## src/rtl/eci_pkg.sv

```systemverilog
// Shared ECI definitions: word/packet/chunk dimensions, container types and the
// reassembler state encoding.
package eci_pkg;
  localparam int ECI_WORD_W  = 64;
  localparam int ECI_PKT_MAX = 17;
  localparam int ECI_VC_MAX  = 7;

  typedef logic [ECI_PKT_MAX-1:0][ECI_WORD_W-1:0] eci_pkt_t;
  typedef logic [ECI_VC_MAX-1:0][ECI_WORD_W-1:0]  eci_vc_t;

  typedef enum logic {ACCUM, OUT} vc2pkt_state_t;
endpackage

```

## src/rtl/axis_eci_vc_to_pkt_2vc.sv

```systemverilog
// Receive-side reassembler: concatenates VC chunks (word 0 first) into one ECI
// packet, saturating at PKT_SIZE words and flagging the overflow for one cycle.
module axis_eci_vc_to_pkt_2vc
  import eci_pkg::*;
#(
  parameter int WORD_WIDTH     = ECI_WORD_W,
  parameter int PKT_SIZE       = ECI_PKT_MAX,
  parameter int PKT_SIZE_WIDTH = $clog2(PKT_SIZE) + ((PKT_SIZE % 2) == 0),
  parameter int VC_SIZE        = ECI_VC_MAX,
  parameter int VC_SIZE_WIDTH  = $clog2(VC_SIZE) + ((VC_SIZE % 2) == 0)
) (
  input  logic                             aclk,
  input  logic                             aresetn,
  input  logic [VC_SIZE*WORD_WIDTH-1:0]    vc_pkt_i,
  input  logic [VC_SIZE_WIDTH-1:0]         vc_pkt_size_i,
  input  logic                             vc_pkt_last_i,
  input  logic                             vc_pkt_valid_i,
  output logic                             vc_pkt_ready_o,
  output logic [PKT_SIZE*WORD_WIDTH-1:0]   eci_pkt_o,
  output logic [PKT_SIZE_WIDTH-1:0]        eci_pkt_size_o,
  output logic                             eci_pkt_valid_o,
  input  logic                             eci_pkt_ready_i,
  output logic                             err_ovf_o
);
  localparam logic [PKT_SIZE_WIDTH:0] PKT_MAX_W = (PKT_SIZE_WIDTH+1)'(PKT_SIZE);

  vc2pkt_state_t                         state_q, state_d;
  logic [PKT_SIZE_WIDTH-1:0]             cnt_q, cnt_d;
  logic [PKT_SIZE-1:0][WORD_WIDTH-1:0]   buf_q, buf_d;
  logic [PKT_SIZE_WIDTH-1:0]             size_q, size_d;
  logic                                  ovf_q, ovf_d;

  logic [VC_SIZE-1:0][WORD_WIDTH-1:0]    vc_w;
  logic [PKT_SIZE_WIDTH:0]               sum, nxt;
  logic                                  vc_hs;

  function automatic logic [PKT_SIZE_WIDTH:0] sat_len(input logic [PKT_SIZE_WIDTH:0] s);
    return (s > PKT_MAX_W) ? PKT_MAX_W : s;
  endfunction

  assign vc_w  = vc_pkt_i;
  // Sum is one bit wider than the count so 17+7 cannot wrap before saturation.
  assign sum   = {1'b0, cnt_q} + (PKT_SIZE_WIDTH+1)'(vc_pkt_size_i);
  assign nxt   = sat_len(sum);
  assign vc_hs = vc_pkt_valid_i && vc_pkt_ready_o;

  always_comb begin
    state_d = state_q;
    cnt_d   = cnt_q;
    buf_d   = buf_q;
    size_d  = size_q;
    ovf_d   = 1'b0;
    case (state_q)
      ACCUM: begin
        if (vc_hs) begin
          for (int j = 0; j < PKT_SIZE; j++) begin
            int off;
            off = j - int'(cnt_q);
            if (off >= 0 && off < int'(vc_pkt_size_i) && off < VC_SIZE)
              buf_d[j] = vc_w[off];
          end
          ovf_d = (sum > PKT_MAX_W);
          if (vc_pkt_last_i) begin
            cnt_d = '0;
            // An empty packet is dropped: nothing written, no output.
            if (nxt != '0) begin
              size_d  = nxt[PKT_SIZE_WIDTH-1:0];
              state_d = OUT;
            end
          end else begin
            cnt_d = nxt[PKT_SIZE_WIDTH-1:0];
          end
        end
      end
      OUT: begin
        if (eci_pkt_ready_i) begin
          buf_d   = '0;
          state_d = ACCUM;
        end
      end
      default: state_d = ACCUM;
    endcase
  end

  always_ff @(posedge aclk) begin
    if (!aresetn) begin
      state_q <= ACCUM;
      cnt_q   <= '0;
      buf_q   <= '0;
      size_q  <= '0;
      ovf_q   <= 1'b0;
    end else begin
      state_q <= state_d;
      cnt_q   <= cnt_d;
      buf_q   <= buf_d;
      size_q  <= size_d;
      ovf_q   <= ovf_d;
    end
  end

  assign vc_pkt_ready_o  = aresetn && (state_q == ACCUM);
  assign eci_pkt_valid_o = (state_q == OUT);
  assign eci_pkt_o       = buf_q;
  assign eci_pkt_size_o  = size_q;
  assign err_ovf_o       = ovf_q;
endmodule
```

## config.mk

```make
export PLATFORM = sky130hd
export DESIGN_NAME = axis_eci_vc_to_pkt_2vc
export DESIGN_NICKNAME = d
export VERILOG_FILES = /design/src/rtl/eci_pkg.sv /design/src/rtl/axis_eci_vc_to_pkt_2vc.sv
export SDC_FILE = /design/constraint.sdc
export NUM_CORES = 2
export LEC_CHECK = 0
export CAP_MARGIN = 40
export CORE_AREA = 3 3 607 609
export DETAILED_ROUTE_END_ITERATION = 12
export DIE_AREA = 0 0 610 612
export PLACE_DENSITY_LB_ADDON = 0.25
export SYNTH_ARGS = -nofsm -noshare
export SYNTH_HDL_FRONTEND = slang
export SYNTH_SLANG_ARGS = --single-unit
```

## constraint.sdc

```tcl
create_clock -name aclk -period 4.1 [get_ports aclk]
set_input_delay 0.82 -clock aclk [delete_from_list [all_inputs] [get_ports aclk]]
set_output_delay 0.82 -clock aclk [all_outputs]
set_load 0.1 [all_outputs]
```

==> metrics.csv <==
stage,metric,value,unit
logic_synthesis,Yosys Warn Count,0,
timing,final-report max-slew violation count,0,
timing,final worst clock skew,0.0795,ns
hold_path,WHS Path Cells,2,
global_route,number of antenna violations at the first check in global routing,256,
setup_path,maximum fanout count along the critical path,48,
clock_tree,clock-pin transition on the worst setup and hold timing paths,0.06,ns
place,last weighted congestion value of the routability-driven placer,0.937,
clock_tree,insertion delay to the later sink of the worst-skew pair,0.86,ns
power_and_ir_drop,Worst IR Drop VDD,0.000336,V
timing,headroom to the max-slew limit,0.117,
detailed_routing,Via-to-Cell Ratio,4.80,
floorplan,Die Y-Extent,612,um
logic_synthesis,mean area per synthesized cell,9.72,um^2
setup_path,"Req. time, crit path",4.81,ns
logic_synthesis,ranking of synthesized cells by area,"sky130_fd_sc_hd__dfxtp_1 39%, sky130_fd_sc_hd__mux4_2 10%, sky130_fd_sc_hd__mux2i_1 9.2%",
power_and_ir_drop,clock group share of total power,0.337,
timing,time the worst path needs with I/O delays and setup,3.91,ns
layout,final-stage net count,8632,
floorplan,number of cell rows,221,
power_and_ir_drop,Static Leakage,0.0379,uW
global_route,"Most Used Layer, Global Route",met2,
global_route,vias in the first global route,60500,
power_and_ir_drop,overall power consumption,39900,uW
global_route,gr ovfl total,0,
clock_tree,hold buffer count at cts,0,
logic_synthesis,top post-synthesis cells by count,"1100 x sky130_fd_sc_hd__dfxtp_1, 864 x sky130_fd_sc_hd__nand2_1, 518 x sky130_fd_sc_hd__mux2i_1, 392 x sky130_fd_sc_hd__clkbuf_1, 371 x sky130_fd_sc_hd__o2bb2ai_1",
detailed_routing,post-detailed-route DRC marker count,0,
logic_synthesis,"EDFF count, synth",0,
clock_tree,clock tree from TritonCTS,done,
detailed_routing,Final Routed Wirelength,482000,um
setup_path,Crit. Startpoint,cnt_q[0],
logic_synthesis,post-synthesis net count,6283,
clock_tree,number of CTS-inserted buffers,144,
global_route,met1 Resource Use GR,0.317,
setup_path,crit end category,flip-flop,
place,Post-DP HPWL,399000,um
global_route,Total Routing Usage GR,0.247,
global_route,maximum number of pins on one net before global-route repair,215,
clock_tree,CTS Sinks,1100,
power_and_ir_drop,switching power,15900,uW
timing,summed negative setup slack over all endpoints,0,ns
floorplan,horizontal extent of the die,610,um
setup_path,Worst Reg-to-Reg Cells,9,
timing,final hold violation count,0,
timing,worst-margin pin slew,1.32,ns
detailed_routing,violation count after the first detailed-route iteration,7068,
logic_synthesis,count of distinct cell types in the synthesized netlist,63,
setup_path,nature of the critical path startpoint,flip-flop,
floorplan,Die Area,373000,um^2
detailed_routing,detailed-route via count,63400,
timing,final setup fails,0,
logic_synthesis,Synth Instances,5793,
global_route,fraction of met3 tracks used by global routing,0.0716,
setup_path,end of the worst register-to-register path,eci_pkt_o[677],
clock_tree,CTS Root Cell,sky130_fd_sc_hd__clkbuf_16,
logic_synthesis,share of synthesized area occupied by flip-flops and latches,0.391,
floorplan,starting density of the core,0.155,
layout,Layout area overhead,86.2,%
logic_synthesis,cell type with the highest aggregate area in the netlist,sky130_fd_sc_hd__dfxtp_1,
power_and_ir_drop,pwr/cell area,381,nW/um^2
layout,fraction of layout instances using a drive strength above 1,0.247,
power_and_ir_drop,fraction of power consumed by combinational cells,0.372,
detailed_routing,Detailed Routing Iterations Pass 1,6,
power_and_ir_drop,switch share,0.397,
floorplan,boundary pin count,1552,
power_and_ir_drop,internal power,24100,uW
clock_tree,CTS-repair resized insts,0,
floorplan,Core Area,363000,um^2
hold_path,startpoint of the most critical hold path,aresetn,
setup_path,kind of critical path,flip-flop to flip-flop,
logic_synthesis,area of the mapped netlist,56300,um^2
global_route,GR Layer Usage met2,0.373,
logic_synthesis,area fraction of the dominant cell type after synthesis,0.391,
setup_path,CP Data Arrival Time,4.62,ns
place,count of buffers from port buffering,1551,
detailed_routing,detailed-route wire length per cell,36.5,um
logic_synthesis,predominant post-synthesis flop cell,sky130_fd_sc_hd__dfxtp_1,
detailed_routing,number of antenna-violating nets in the routed design,0,
logic_synthesis,flip-flop and latch count after synthesis,1100,
global_route,global-route wire length before repair,617000,um
hold_path,class of the worst hold path,input port to flip-flop,
clock_tree,maximum level of the CTS H-tree,4,
logic_synthesis,most numerous cell in the Yosys netlist,sky130_fd_sc_hd__dfxtp_1,
setup_path,reg-to-reg startpoint,cnt_q[0],
hold_path,endpoint of the worst hold path,cnt_q[3],
setup_path,internal reg-to-reg setup slack,0.19,ns
clock_tree,number of buffers inserted by post-CTS setup repair,0,
timing,setup repair after global routing missed its margin,no,
clock_tree,Bufs on Longest Clock Path,4,
logic_synthesis,fraction of registers with async set or reset after synthesis,0,
timing,timing-limited maximum frequency,256,MHz
power_and_ir_drop,part of the power in registers,0.291,
run,max-cap violations,0,
timing,share of the cycle needed by the critical path after routing,0.954,
outcome,run status,completed,
==> metrics by stage <==
| stage | utilization | setup slack [ns] | instances | instance area, um^2 | hold slack, ns |
|---|---|---|---|---|---|
| 2_1_floorplan | - | 0.0160 | 5793 | 56300 | 0.771 |
| 3_3_place_gp | 0.215 | 0.0896 | 11800 | 78000 | 0.437 |
| 3_5_place_dp | 0.274 | 0.0671 | 12800 | 99600 | 0.444 |
| 4_1_cts | 0.288 | 0.258 | 13000 | 104000 | 0.339 |
| 5_1_grt | 0.289 | 0.164 | 13200 | 105000 | 0.384 |
| 6_report | 0.289 | 0.190 | 13200 | 105000 | 0.433 |
==> area by class of cell <==
cell class | count | area (um^2)
fillers | 36900 | 258000
diodes | 163 | 408
inverters | 16 | 75.1
clock buffers | 186 | 3980
clock inverters | 67 | 853
multi-input cells | 4052 | 32100
flip-flops and latches | 1100 | 22000
repair buffers | 2828 | 39400
well taps | 4794 | 6000
==> metal layers <==
layer,vias up,routed length (um)
li1,26600,-
met4,112,26700
met5,-,735
met3,829,42200
met2,3501,211000
met1,32300,202000
==> cells by family after synthesis <==
kind of cell | share of synthesized area
AOI/OAI and AO/OA | 0.222
xor gates and xnor gates | 0.00111
adders and majority gates | 0.00782
buffers and inverters | 0.0461
DFF | 0.391
muxes | 0.216
and+or+nand+nor | 0.116
==> worst max path at each step <==
stage                                end  cells after the start  slack [ns]
after floorplan           eci_pkt_o[913]                     17        0.02
after global placement    eci_pkt_o[704]                      9        0.09
after detailed placement  eci_pkt_o[704]                      9        0.07
after CTS                 eci_pkt_o[677]                      9        0.26
after global routing      eci_pkt_o[165]                      9        0.16
final                     eci_pkt_o[677]                      9        0.19
==> sequential cells by signal, indices dropped and copies added, names as in the netlist <==
register / flops
eci_pkt_o: 1088
cnt_q: 5
eci_pkt_size_o: 5
eci_pkt_valid_o: 1
err_ovf_o: 1
==> power groups by stage <==
| stage | Clock, uW | Combinational, uW | Sequential [uW] |
|---|---|---|---|
| detailed placement | 0 | 14800 | 11800 |
| floorplan | 0 | 3220 | 15500 |
| CTS | 13700 | 14900 | 11600 |
| finish | 13500 | 14900 | 11600 |
| global route | 14100 | 15200 | 11600 |
| global placement | 0 | 12500 | 11800 |
==> cells in the final DEF, fill, tap and decap left out, types with 184 or more instances in the layout <==
cell                              count
sky130_fd_sc_hd__a22o_1             184
sky130_fd_sc_hd__a22oi_1            249
sky130_fd_sc_hd__buf_16             509
sky130_fd_sc_hd__buf_4              298
sky130_fd_sc_hd__buf_8              488
sky130_fd_sc_hd__clkdlybuf4s50_1   1449
sky130_fd_sc_hd__dfxtp_1           1096
sky130_fd_sc_hd__mux2i_1            514
sky130_fd_sc_hd__mux4_2             256
sky130_fd_sc_hd__nand2_1            862
sky130_fd_sc_hd__nand3_1            275
sky130_fd_sc_hd__o21ai_0            351
sky130_fd_sc_hd__o2bb2ai_1          371
==> worst max-delay path, cell delays in order, from the launching register on <==
cell and delay, ns:
sky130_fd_sc_hd__dfxtp_4 0.40, sky130_fd_sc_hd__inv_4 0.06, sky130_fd_sc_hd__ha_4 0.60, sky130_fd_sc_hd__buf_12 0.33
sky130_fd_sc_hd__mux2_2 0.38, sky130_fd_sc_hd__a22oi_1 0.90, sky130_fd_sc_hd__o31ai_1 0.41, sky130_fd_sc_hd__buf_4 0.27
sky130_fd_sc_hd__nand2_1 0.13, sky130_fd_sc_hd__mux2i_1 0.09
Note: power is estimated with default switching activity, not from simulation.
